$ cat config.mk
export PLATFORM = sky130hd
export DESIGN_NAME = p4_meta_aligner
export DESIGN_NICKNAME = d
export VERILOG_FILES = /design/src/rtl/p4_meta_aligner.sv
export SDC_FILE = /design/constraint.sdc
export NUM_CORES = 1
export LEC_CHECK = 0
export CORE_AREA = 2 2 489 491
export DETAILED_ROUTE_END_ITERATION = 8
export DIE_AREA = 0 0 491 493
export GPL_TIMING_DRIVEN = 0
export PLACE_DENSITY = 0.31
export SLEW_MARGIN = 0
export SYNTH_ARGS = -nofsm -noshare
export SYNTH_HDL_FRONTEND = slang
export SYNTH_SLANG_ARGS = --single-unit
$ cat constraint.sdc
create_clock -name clk -period 2.8 [get_ports clk]
set_input_delay 0.28 -clock clk [delete_from_list [all_inputs] [get_ports clk]]
set_output_delay 0.28 -clock clk [all_outputs]
set_load 0.01 [all_outputs]
$ cat src/rtl/p4_meta_aligner.sv
// Re-attaches P4 core metadata strobes to the matching m_axis packet as a per-packet tuser sideband.
// Optional macro P4_META_DROP_EN compiles in discarding of packets whose metadata equals DROP_PORT.
module p4_meta_aligner #(
    parameter int unsigned TDATA_NUM_BYTES = 64,
    parameter int unsigned USER_META_DATA_WIDTH = 9,
    parameter int unsigned META_FIFO_DEPTH = 8,
    parameter logic [USER_META_DATA_WIDTH-1:0] DROP_PORT = 9'h1FF
) (
    input  logic                            clk,
    input  logic                            rst,
    input  logic [USER_META_DATA_WIDTH-1:0] user_metadata_in,
    input  logic                            user_metadata_in_valid,
    input  logic [8*TDATA_NUM_BYTES-1:0]    s_axis_tdata,
    input  logic [TDATA_NUM_BYTES-1:0]      s_axis_tkeep,
    input  logic                            s_axis_tvalid,
    input  logic                            s_axis_tlast,
    output logic                            s_axis_tready,
    output logic [8*TDATA_NUM_BYTES-1:0]    m_axis_tdata,
    output logic [TDATA_NUM_BYTES-1:0]      m_axis_tkeep,
    output logic                            m_axis_tvalid,
    output logic                            m_axis_tlast,
    output logic [USER_META_DATA_WIDTH-1:0] m_axis_tuser,
    input  logic                            m_axis_tready,
    output logic                            meta_overflow,
    output logic [31:0]                     pkt_count,
    output logic [31:0]                     drop_count
);
    localparam int unsigned DW = 8 * TDATA_NUM_BYTES;
    localparam int unsigned KW = TDATA_NUM_BYTES;
    localparam int unsigned MW = USER_META_DATA_WIDTH;
    localparam int unsigned AW = $clog2(META_FIFO_DEPTH);
    localparam logic [AW-1:0] PTR_ONE = AW'(1'b1);
    localparam logic [AW:0]   CNT_ONE = (AW + 1)'(1'b1);
`ifdef P4_META_DROP_EN
    localparam logic DROP_EN = 1'b1;
`else
    localparam logic DROP_EN = 1'b0;
`endif

    // ST_DROP is unreachable unless the drop feature is compiled in.
    typedef enum logic [1:0] {ST_IDLE = 2'd0, ST_FWD = 2'd1, ST_DROP = 2'd2} state_t;

    state_t          state_r, state_nxt_s;
    logic [MW-1:0]   meta_mem_r [META_FIFO_DEPTH];
    logic [AW-1:0]   wr_ptr_r, rd_ptr_r;
    logic [AW:0]     count_r;
    logic [MW-1:0]   cur_meta_r, head_s, load_meta_s;
    logic            fifo_nonempty_s, fifo_full_s, can_load_s, drop_hit_s;
    logic            s_ready_s, pop_s, push_s, ovf_set_s, load_s, fwd_last_s, drop_last_s;
    logic            out_valid_r, out_last_r, ovf_r;
    logic [DW-1:0]   out_data_r;
    logic [KW-1:0]   out_keep_r;
    logic [MW-1:0]   out_user_r;
    logic [31:0]     pkt_count_r, drop_count_r;

    // FIFO status and head decode; full means the count MSB is set since depth is a power of two.
    always_comb begin
        fifo_nonempty_s = (count_r != {(AW + 1){1'b0}});
        fifo_full_s     = count_r[AW];
        head_s          = meta_mem_r[rd_ptr_r];
        can_load_s      = !out_valid_r || m_axis_tready;
        drop_hit_s      = DROP_EN && (head_s == DROP_PORT);
        push_s          = user_metadata_in_valid && (!fifo_full_s || pop_s);
        ovf_set_s       = user_metadata_in_valid && fifo_full_s && !pop_s;
    end

    // Packet FSM: next state, input ready, and load/pop/count strobes.
    always_comb begin
        state_nxt_s = state_r;
        s_ready_s   = 1'b0;
        pop_s       = 1'b0;
        load_s      = 1'b0;
        load_meta_s = cur_meta_r;
        fwd_last_s  = 1'b0;
        drop_last_s = 1'b0;
        case (state_r)
            ST_IDLE: begin
                s_ready_s = fifo_nonempty_s && can_load_s;
                if (s_axis_tvalid && s_ready_s) begin
                    pop_s = 1'b1;
                    if (drop_hit_s) begin
                        drop_last_s = s_axis_tlast;
                        state_nxt_s = s_axis_tlast ? ST_IDLE : ST_DROP;
                    end else begin
                        load_s      = 1'b1;
                        load_meta_s = head_s;
                        fwd_last_s  = s_axis_tlast;
                        state_nxt_s = s_axis_tlast ? ST_IDLE : ST_FWD;
                    end
                end else begin
                    state_nxt_s = ST_IDLE;
                end
            end
            ST_FWD: begin
                s_ready_s = can_load_s;
                if (s_axis_tvalid && s_ready_s) begin
                    load_s      = 1'b1;
                    fwd_last_s  = s_axis_tlast;
                    state_nxt_s = s_axis_tlast ? ST_IDLE : ST_FWD;
                end else begin
                    state_nxt_s = ST_FWD;
                end
            end
            ST_DROP: begin
                s_ready_s = 1'b1;
                if (s_axis_tvalid) begin
                    drop_last_s = s_axis_tlast;
                    state_nxt_s = s_axis_tlast ? ST_IDLE : ST_DROP;
                end else begin
                    state_nxt_s = ST_DROP;
                end
            end
            default: begin
                state_nxt_s = ST_IDLE;
            end
        endcase
    end

    // State, FIFO pointers, current packet metadata, and sticky overflow.
    always_ff @(posedge clk) begin
        if (rst) begin
            state_r    <= ST_IDLE;
            wr_ptr_r   <= {AW{1'b0}};
            rd_ptr_r   <= {AW{1'b0}};
            count_r    <= {(AW + 1){1'b0}};
            cur_meta_r <= {MW{1'b0}};
            ovf_r      <= 1'b0;
        end else begin
            state_r <= state_nxt_s;
            if (push_s) wr_ptr_r <= wr_ptr_r + PTR_ONE;
            if (pop_s) begin
                rd_ptr_r   <= rd_ptr_r + PTR_ONE;
                cur_meta_r <= head_s;
            end
            case ({push_s, pop_s})
                2'b10:   count_r <= count_r + CNT_ONE;
                2'b01:   count_r <= count_r - CNT_ONE;
                default: count_r <= count_r;
            endcase
            if (ovf_set_s) ovf_r <= 1'b1;
        end
    end

    // Metadata storage; contents need no reset because the count gates every read.
    always_ff @(posedge clk) begin
        if (push_s) meta_mem_r[wr_ptr_r] <= user_metadata_in;
    end

    // Single output stage; payload holds while stalled.
    always_ff @(posedge clk) begin
        if (rst) begin
            out_valid_r <= 1'b0;
            out_last_r  <= 1'b0;
            out_data_r  <= {DW{1'b0}};
            out_keep_r  <= {KW{1'b0}};
            out_user_r  <= {MW{1'b0}};
        end else if (load_s) begin
            out_valid_r <= 1'b1;
            out_last_r  <= s_axis_tlast;
            out_data_r  <= s_axis_tdata;
            out_keep_r  <= s_axis_tkeep;
            out_user_r  <= load_meta_s;
        end else if (m_axis_tready) begin
            out_valid_r <= 1'b0;
        end
    end

    // Packet counters advance on the input tlast handshake.
    always_ff @(posedge clk) begin
        if (rst) begin
            pkt_count_r  <= 32'd0;
            drop_count_r <= 32'd0;
        end else begin
            if (fwd_last_s)  pkt_count_r  <= pkt_count_r + 32'd1;
            if (drop_last_s) drop_count_r <= drop_count_r + 32'd1;
        end
    end

    assign s_axis_tready = s_ready_s;
    assign m_axis_tvalid = out_valid_r;
    assign m_axis_tlast  = out_last_r;
    assign m_axis_tdata  = out_data_r;
    assign m_axis_tkeep  = out_keep_r;
    assign m_axis_tuser  = out_user_r;
    assign meta_overflow = ovf_r;
    assign pkt_count     = pkt_count_r;
    assign drop_count    = drop_count_r;
endmodule
==> results of run 1 <==
-- cells in the mapped netlist, types with 2 or more instances --
cell type  number
or3_1          16
and4_1          7
nand3_1        23
dfxtp_1       676
o21ai_0        15
nor3_1         19
nand4_1        12
nand2b_1        6
mux2_2         43
a311oi_1        9
buf_6          55
xnor2_1         7
xor2_1          6
a211oi_1        2
mux4_2         18
mux2i_1         2
clkbuf_1      100
edfxtp_1       72
inv_1          20
nor4_1         24
nor2_1         65
ha_1            7
a21oi_1       617
buf_2          74
nand2_1      1201
nor2b_1        31
o31ai_1        12
and2_1          2
or4_1          18
-- state kept, by name, summed over array words and instances (netlist names), 2 cells and up, named ones only --
name,count
state_r,2
meta_mem_r,72
pkt_count,32
drop_count,32
m_axis_tkeep,64
count_r,4
rd_ptr_r,3
cur_meta_r,9
m_axis_tdata,512
m_axis_tuser,9
wr_ptr_r,3
-- worst max-delay path by stage --
stage                  startpoint                end  slack [ns]  depth (start not counted)
finish                 count_r[1]   m_axis_tdata[81]        0.15                          8
global route           count_r[1]         count_r[2]       0.008                         12
detailed placement  s_axis_tvalid         count_r[2]       -0.73                         12
floorplan              count_r[1]         count_r[2]        0.21                         12
CTS                    count_r[1]  m_axis_tdata[420]       0.003                          8
global placement    m_axis_tready   m_axis_tdata[27]       -1.99                          8
-- through the flow --
step                      cell area (um^2)  setup slack [ns]
after global placement               43870            -1.987
after CTS                            49190          0.003397
final                                49280            0.1450
after detailed placement             43970           -0.7348
after floorplan                      27470            0.2141
after global routing                 49220          0.008382
-- power groups by stage --
stage | Combinational [mW] | Sequential [mW] | Clock [mW]
final | 18.6 | 14.6 | 13.2
after global routing | 20.1 | 14.9 | 14.2
after floorplan | 6.81 | 15.5 | 0
after global placement | 18.9 | 14.8 | 0
after CTS | 19.2 | 14.6 | 13.8
after detailed placement | 18.8 | 14.8 | 0
-- worst min-delay path: cells and delay by family --
kind | cells | cell delay [ns]
buffers and inverters | 1 | 0.40
and+or+nand+nor | 1 | 0.06
AOI/OAI and AO/OA | 1 | 0.05
-- final cells by class --
cell class / instances / area, um^2
Multi-Input combinational cell: 2177 / 10380
Timing Repair Buffer: 1433 / 14350
Tap cell: 3167 / 3963
Inverter: 20 / 75.07
Antenna cell: 29 / 72.57
Sequential cell: 748 / 15700
Fill cell: 26560 / 187700
Buffer: 232 / 1419
Clock buffer: 151 / 2935
Clock inverter: 37 / 382.9
-- layer usage --
| layer | share of wire (%) | GRT usage [%] | vias up |
|---|---|---|---|
| li1 | - | - | 13710 |
| met1 | 40 | 18.40 | 13580 |
| met2 | 48 | 27.42 | 1147 |
| met3 | 9.8 | 6.788 | 341 |
| met4 | 2.6 | 4.035 | 100 |
| met5 | 0.33 | 0 | - |
-- cell families (layout without fill, tap and decap cells) --
family                   count (synthesis)  count (layout)  share of synthesized area, %
AO/OA/AOI/OAI                          662             662                         12.41
buffers and inverters                  252            1873                         5.301
flip-flops                             748             748                         57.13
AND/OR/NAND/NOR                       1432            1432                         21.11
other                                    0              29                             0
multiplexers                            63              63                         3.311
XOR/XNOR                                13              13                        0.4145
adder cells (fa/ha/maj)                  7               7                        0.3188
-- repair_timing --
| action | 4_1_cts | 5_1_grt |
|---|---|---|
| hold endpoints to repair | 184 | 0 |
| resized for setup | 17 | 12 |
| setup buffers | 1 | 0 |
| setup endpoints to repair | 567 | 64 |
| hold buffers | 184 | 0 |
| pin swaps | 1 | 1 |
==> reports/results.ini, run 1 <==
[status]
outcome=complete, no violations

[finish]
final_cell_mix=clkdlybuf4s50_1 (1241), nand2_1 (1200), dfxtp_1 (674)
utilization_pct=20.80
layout_commonest_cell=clkdlybuf4s50_1
layout-drive-gt1-share_pct=7.857
syn2layout_area_growth_pct=79.39
fin_cells=7994
nNetsFinal=5311

[worst_setup_path]
worstSetupPathType=flip-flop to flip-flop
crit_arrival_ns=3.26
r2r_cells=8
cpPeakStageDelay_ns=0.56
cp_common_cell=buf_2
path_buf_inv=4
cp-end-kind=flip-flop
required_ns=3.41
cp_max_fo=10
crit_family=buffers and inverters
timing.rr.start=count_r[1]
start_kind=flip-flop
path_cells=buf_2, or4_1, o2111a_1, clkbuf_4, buf_2, buf_2, nand2_1, a21oi_1
r2r_end=m_axis_tdata[81]
cp_slowest_cell=or4_1
r2r_slack_ns=0.15

[pwr]
p_int_mw=28.41
pwr-share-comb_pct=40.0
p_switching_mw=17.99
vdd_ir_drop_max_mv=0.5048
powerDensity_nw_per_um2=941.6
power_mw=46.40
p_leak_nw=16.73
p_sw_share_pct=38.77
clockPowerShare_pct=28.5
seqPwrFrac_pct=31.4

[logic_synthesis]
synth_area_leaders=dfxtp_1 (49%), nand2_1 (16%), a21oi_1 (11%)
synth_ff_type=dfxtp_1
syn_area_per_cell_um2=8.647
synth_top_area_share_pct=49.26
ys_seq_area_share_pct=57.13
synthArstFlopShare_pct=0
syn_nets=3775
syn_inst=3177
synth_top_cell_by_area=dfxtp_1
ys_types=47
netlist_area_um2=27470
yosysWarningCount=0
ys_ff_latch=748
synth-edff-count=72

[global_routing]
grt_max_degree=16
grt_pass1_vias=28610
grt_pass1_wl_um=265000
antenna_found_initial=134
grt-ovfl-total=0
grt.total_usage_pct=16.07

[flow_run]
drv_cap=0

[place]
hpwl_um=169600
gp_congestion=0.8498
numPortBuffers=1242
placedCellCount=7592

[sta]
drv_slew=0
max_freq_mhz=376.7
holdWs_ns=0.08931
min_period_ns=2.655
hold_violations=0
grt_setup_unrepaired=no
period_share_pct=94.82
worst_pin_slew_ns=1.197
setup_viol_count_final=0
tns_ns=0
slew_headroom_pct=19.92
fin_skew_ns=0.03887

[worst_hold_path]
hp-start=s_axis_tdata[260]
whs_path_depth=3
hold_end=m_axis_tdata[260]
hold_path_class=input port to flip-flop

[floorplanning]
io_pins=1244
dieArea_um2=242100
start_util_pct=11.59
rows=179
fp.dieW_um=491
die_y_um=493
core_area_um2=237000

[clock_network]
cts-root-buf=clkbuf_16
clkLatencyLatePin_ns=0.76
htreeDepth=3
cts_tree=yes
clkSlewWorstSetupHoldPaths_ns=0.06
cts.sinks=748
max-clock-path-buffers=3
cts_buffers=101

[drt]
ant_nets=0
drt-total-wl_um=202500
drt_pre_antenna_iters=6
drc=0
vias_per_cell=3.612
wl_per_cell_um=25.33
drt-initial-drc-count=1305
vias=28880

Power figures use the tool's default switching activity.
==> run 2: changes to the inputs <==
--- a/config.mk
+++ b/config.mk
@@ -10,6 +10,7 @@
 export DIE_AREA = 0 0 491 493
 export GPL_TIMING_DRIVEN = 0
 export PLACE_DENSITY = 0.31
+export SETUP_SLACK_MARGIN = 0.15
 export SLEW_MARGIN = 0
 export SYNTH_ARGS = -nofsm -noshare
 export SYNTH_HDL_FRONTEND = slang
==> run 2 against run 1 <==
  * Die area is the same
  * Sequential share of layout area decreased by 0.055 points
  * Global-route usage about the same
  * Via count about the same
  * Sequential cell count unchanged
  * Sequential power barely moved
==> reports/results.ini, run 2 (same netlist as run 1, synthesis figures left out) <==
[clock_network]
cts_buffers=101  ; unchanged
max-clock-path-buffers=3  ; unchanged
cts_tree=yes
clkSlewWorstSetupHoldPaths_ns=0.06  ; about the same
htreeDepth=3  ; unchanged
cts.sinks=748  ; unchanged
clkLatencyLatePin_ns=0.75  ; about the same
cts-root-buf=clkbuf_16

[drt]
wl_per_cell_um=25.33  ; about the same
ant_nets=0  ; unchanged
drt-initial-drc-count=1365  ; +4.6%
vias=28860  ; -0.045%
drc=0  ; unchanged
drt_pre_antenna_iters=5  ; -1
vias_per_cell=3.609  ; about the same
drt-total-wl_um=202600  ; about the same

[global_routing]
grt-ovfl-total=0  ; unchanged
grt_pass1_wl_um=265100  ; about the same
grt.total_usage_pct=16.07  ; about the same
antenna_found_initial=134  ; unchanged
grt_max_degree=16  ; unchanged
grt_pass1_vias=28630  ; +0.066%

[sta]
slew_headroom_pct=23.72  ; +3.8 points
worst_pin_slew_ns=1.144  ; -0.05257 ns
timing.final.ws_setup_ns=0.2569  ; +0.1119 ns
period_share_pct=90.82  ; -4.0 points
tns_ns=0  ; unchanged
fin_skew_ns=0.03520  ; -0.003670 ns
grt_setup_unrepaired=yes
hold_violations=0  ; unchanged
min_period_ns=2.543  ; -0.1119 ns
drv_slew=0  ; unchanged
setup_viol_count_final=0  ; unchanged
max_freq_mhz=393.2  ; +4.4%

[place]
post_dp_cell_area_um2=43970  ; unchanged
place_ws_ns=-0.7348  ; unchanged
hpwl_um=169600  ; unchanged
numPortBuffers=1242  ; unchanged
gp_congestion=0.8498  ; unchanged

[worst_setup_path]
worstSetupPathType=flip-flop to flip-flop
cp-end-kind=flip-flop
cp_max_fo=7  ; -3
crit_arrival_ns=3.19  ; -0.07 ns
required_ns=3.45  ; +0.04 ns
start_kind=flip-flop

[finish]
fill_cells=26550  ; -0.034%
syn2layout_area_growth_pct=79.70
finalInstanceArea_um2=49360  ; +0.17%
utilization_pct=20.83  ; +0.036 points
layout_commonest_cell=clkdlybuf4s50_1
largest_reg_flops=512  ; unchanged
layout-drive-gt1-share_pct=8.038  ; +0.18 points
final-seq-area_um2=15700  ; unchanged
final_cell_mix=clkdlybuf4s50_1 (1241), nand2_1 (1200), dfxtp_1 (674)
nNetsFinal=5315  ; +0.075%
multi_input_area_um2=10400  ; +0.18%

[floorplanning]
dieArea_um2=242100  ; unchanged
core_area_um2=237000  ; unchanged
die_y_um=493  ; unchanged
fp.dieW_um=491  ; unchanged
io_pins=1244  ; unchanged
rows=179  ; unchanged
start_util_pct=11.59  ; unchanged

[pwr]
seqPwrFrac_pct=31.4  ; about the same
clockPowerShare_pct=28.5  ; about the same
p_switching_mw=18.02  ; +0.15%
p_leak_nw=16.76  ; +0.18%
vdd_ir_drop_max_mv=0.5044  ; about the same
p_int_mw=28.50  ; +0.33%
pwr-share-comb_pct=40.2  ; +0.2 points
powerDensity_nw_per_um2=942.4  ; about the same
power_mw=46.52  ; +0.26%
p_sw_share_pct=38.73  ; -0.044 points

[flow_run]
drv_cap=0  ; unchanged

[status]
outcome=complete, no violations

[worst_hold_path]
hold_path_class=input port to flip-flop

-- run 2: changes by cell type in the layout (fill, tap and decap cells not counted), sizes merged --
cell	change
clkbuf	+4
clkdlybuf4s15	+1
dlygate4sd2	-1
-- run 2: what timing repair did --
item / 4_1_cts / 5_1_grt
pin swaps: 1 / 1
hold endpoints to repair: 184 / 0
resized for setup: 30 / 9
setup endpoints to repair: 614 / 17
hold buffers: 184 / 0
buffers inserted: 5 / 0
-- run 2: path summary, 6_finish.rpt --
path,slack [ns],from,to,depth (start not counted)
setup / recovery,0.26,count_r[1],count_r[2],12
setup reg to reg,0.26,count_r[1],count_r[2],12
hold / removal,0.09,s_axis_tdata[260],m_axis_tdata[260],3
hold reg to reg,0.45,m_axis_tdata[307],m_axis_tdata[307],2
-- run 2: per-stage QoR --
stage               instances  hold WS [ns]
finish                   7998       0.09364
floorplan                3177        0.3789
CTS                      7969    0.00004835
detailed placement       7592        0.4458
global placement         7586        0.4412
global route             7975       0.04539
-- run 2: layout make-up --
| type | count | share of cell area, % |
|---|---|---|
| antenna | 29 | 0.1470 |
| buffer | 232 | 2.945 |
| clock buffer | 151 | 5.946 |
| clock inverter | 37 | 0.7756 |
| inverter | 20 | 0.1521 |
| multi-input combinational | 2177 | 21.07 |
| sequential | 748 | 31.80 |
| tap | 3167 | 8.027 |
| timing repair buffer | 1437 | 29.14 |
-- run 2: routing by layer --
metal,track usage (%),up-vias,share of wire (%)
met3,6.777,349,9.8
met5,0,-,0.33
met4,4.035,100,2.5
met2,27.45,1133,48
met1,18.41,13570,40
li1,-,13720,-
-- run 2: power groups by stage --
stage | sequential, mW | combinational (mW) | clock [mW]
after floorplan | 15.5 | 6.81 | 0
after global placement | 14.8 | 18.9 | 0
after detailed placement | 14.8 | 18.8 | 0
after CTS | 14.6 | 19.3 | 13.8
after global routing | 14.9 | 20.3 | 14.2
final | 14.6 | 18.7 | 13.2
-- run 2: critical path: stages (launching register included) --
cell and delay, ns:
dfxtp_1 0.30, clkbuf_4 0.17, nor4_1 0.07, or4_4 0.57
inv_2 0.09, buf_6 0.13, ha_4 0.16, xor2_1 0.16
ha_1 0.16, a21oi_1 0.05, xor2_1 0.15, or3_1 0.31
a21oi_1 0.14
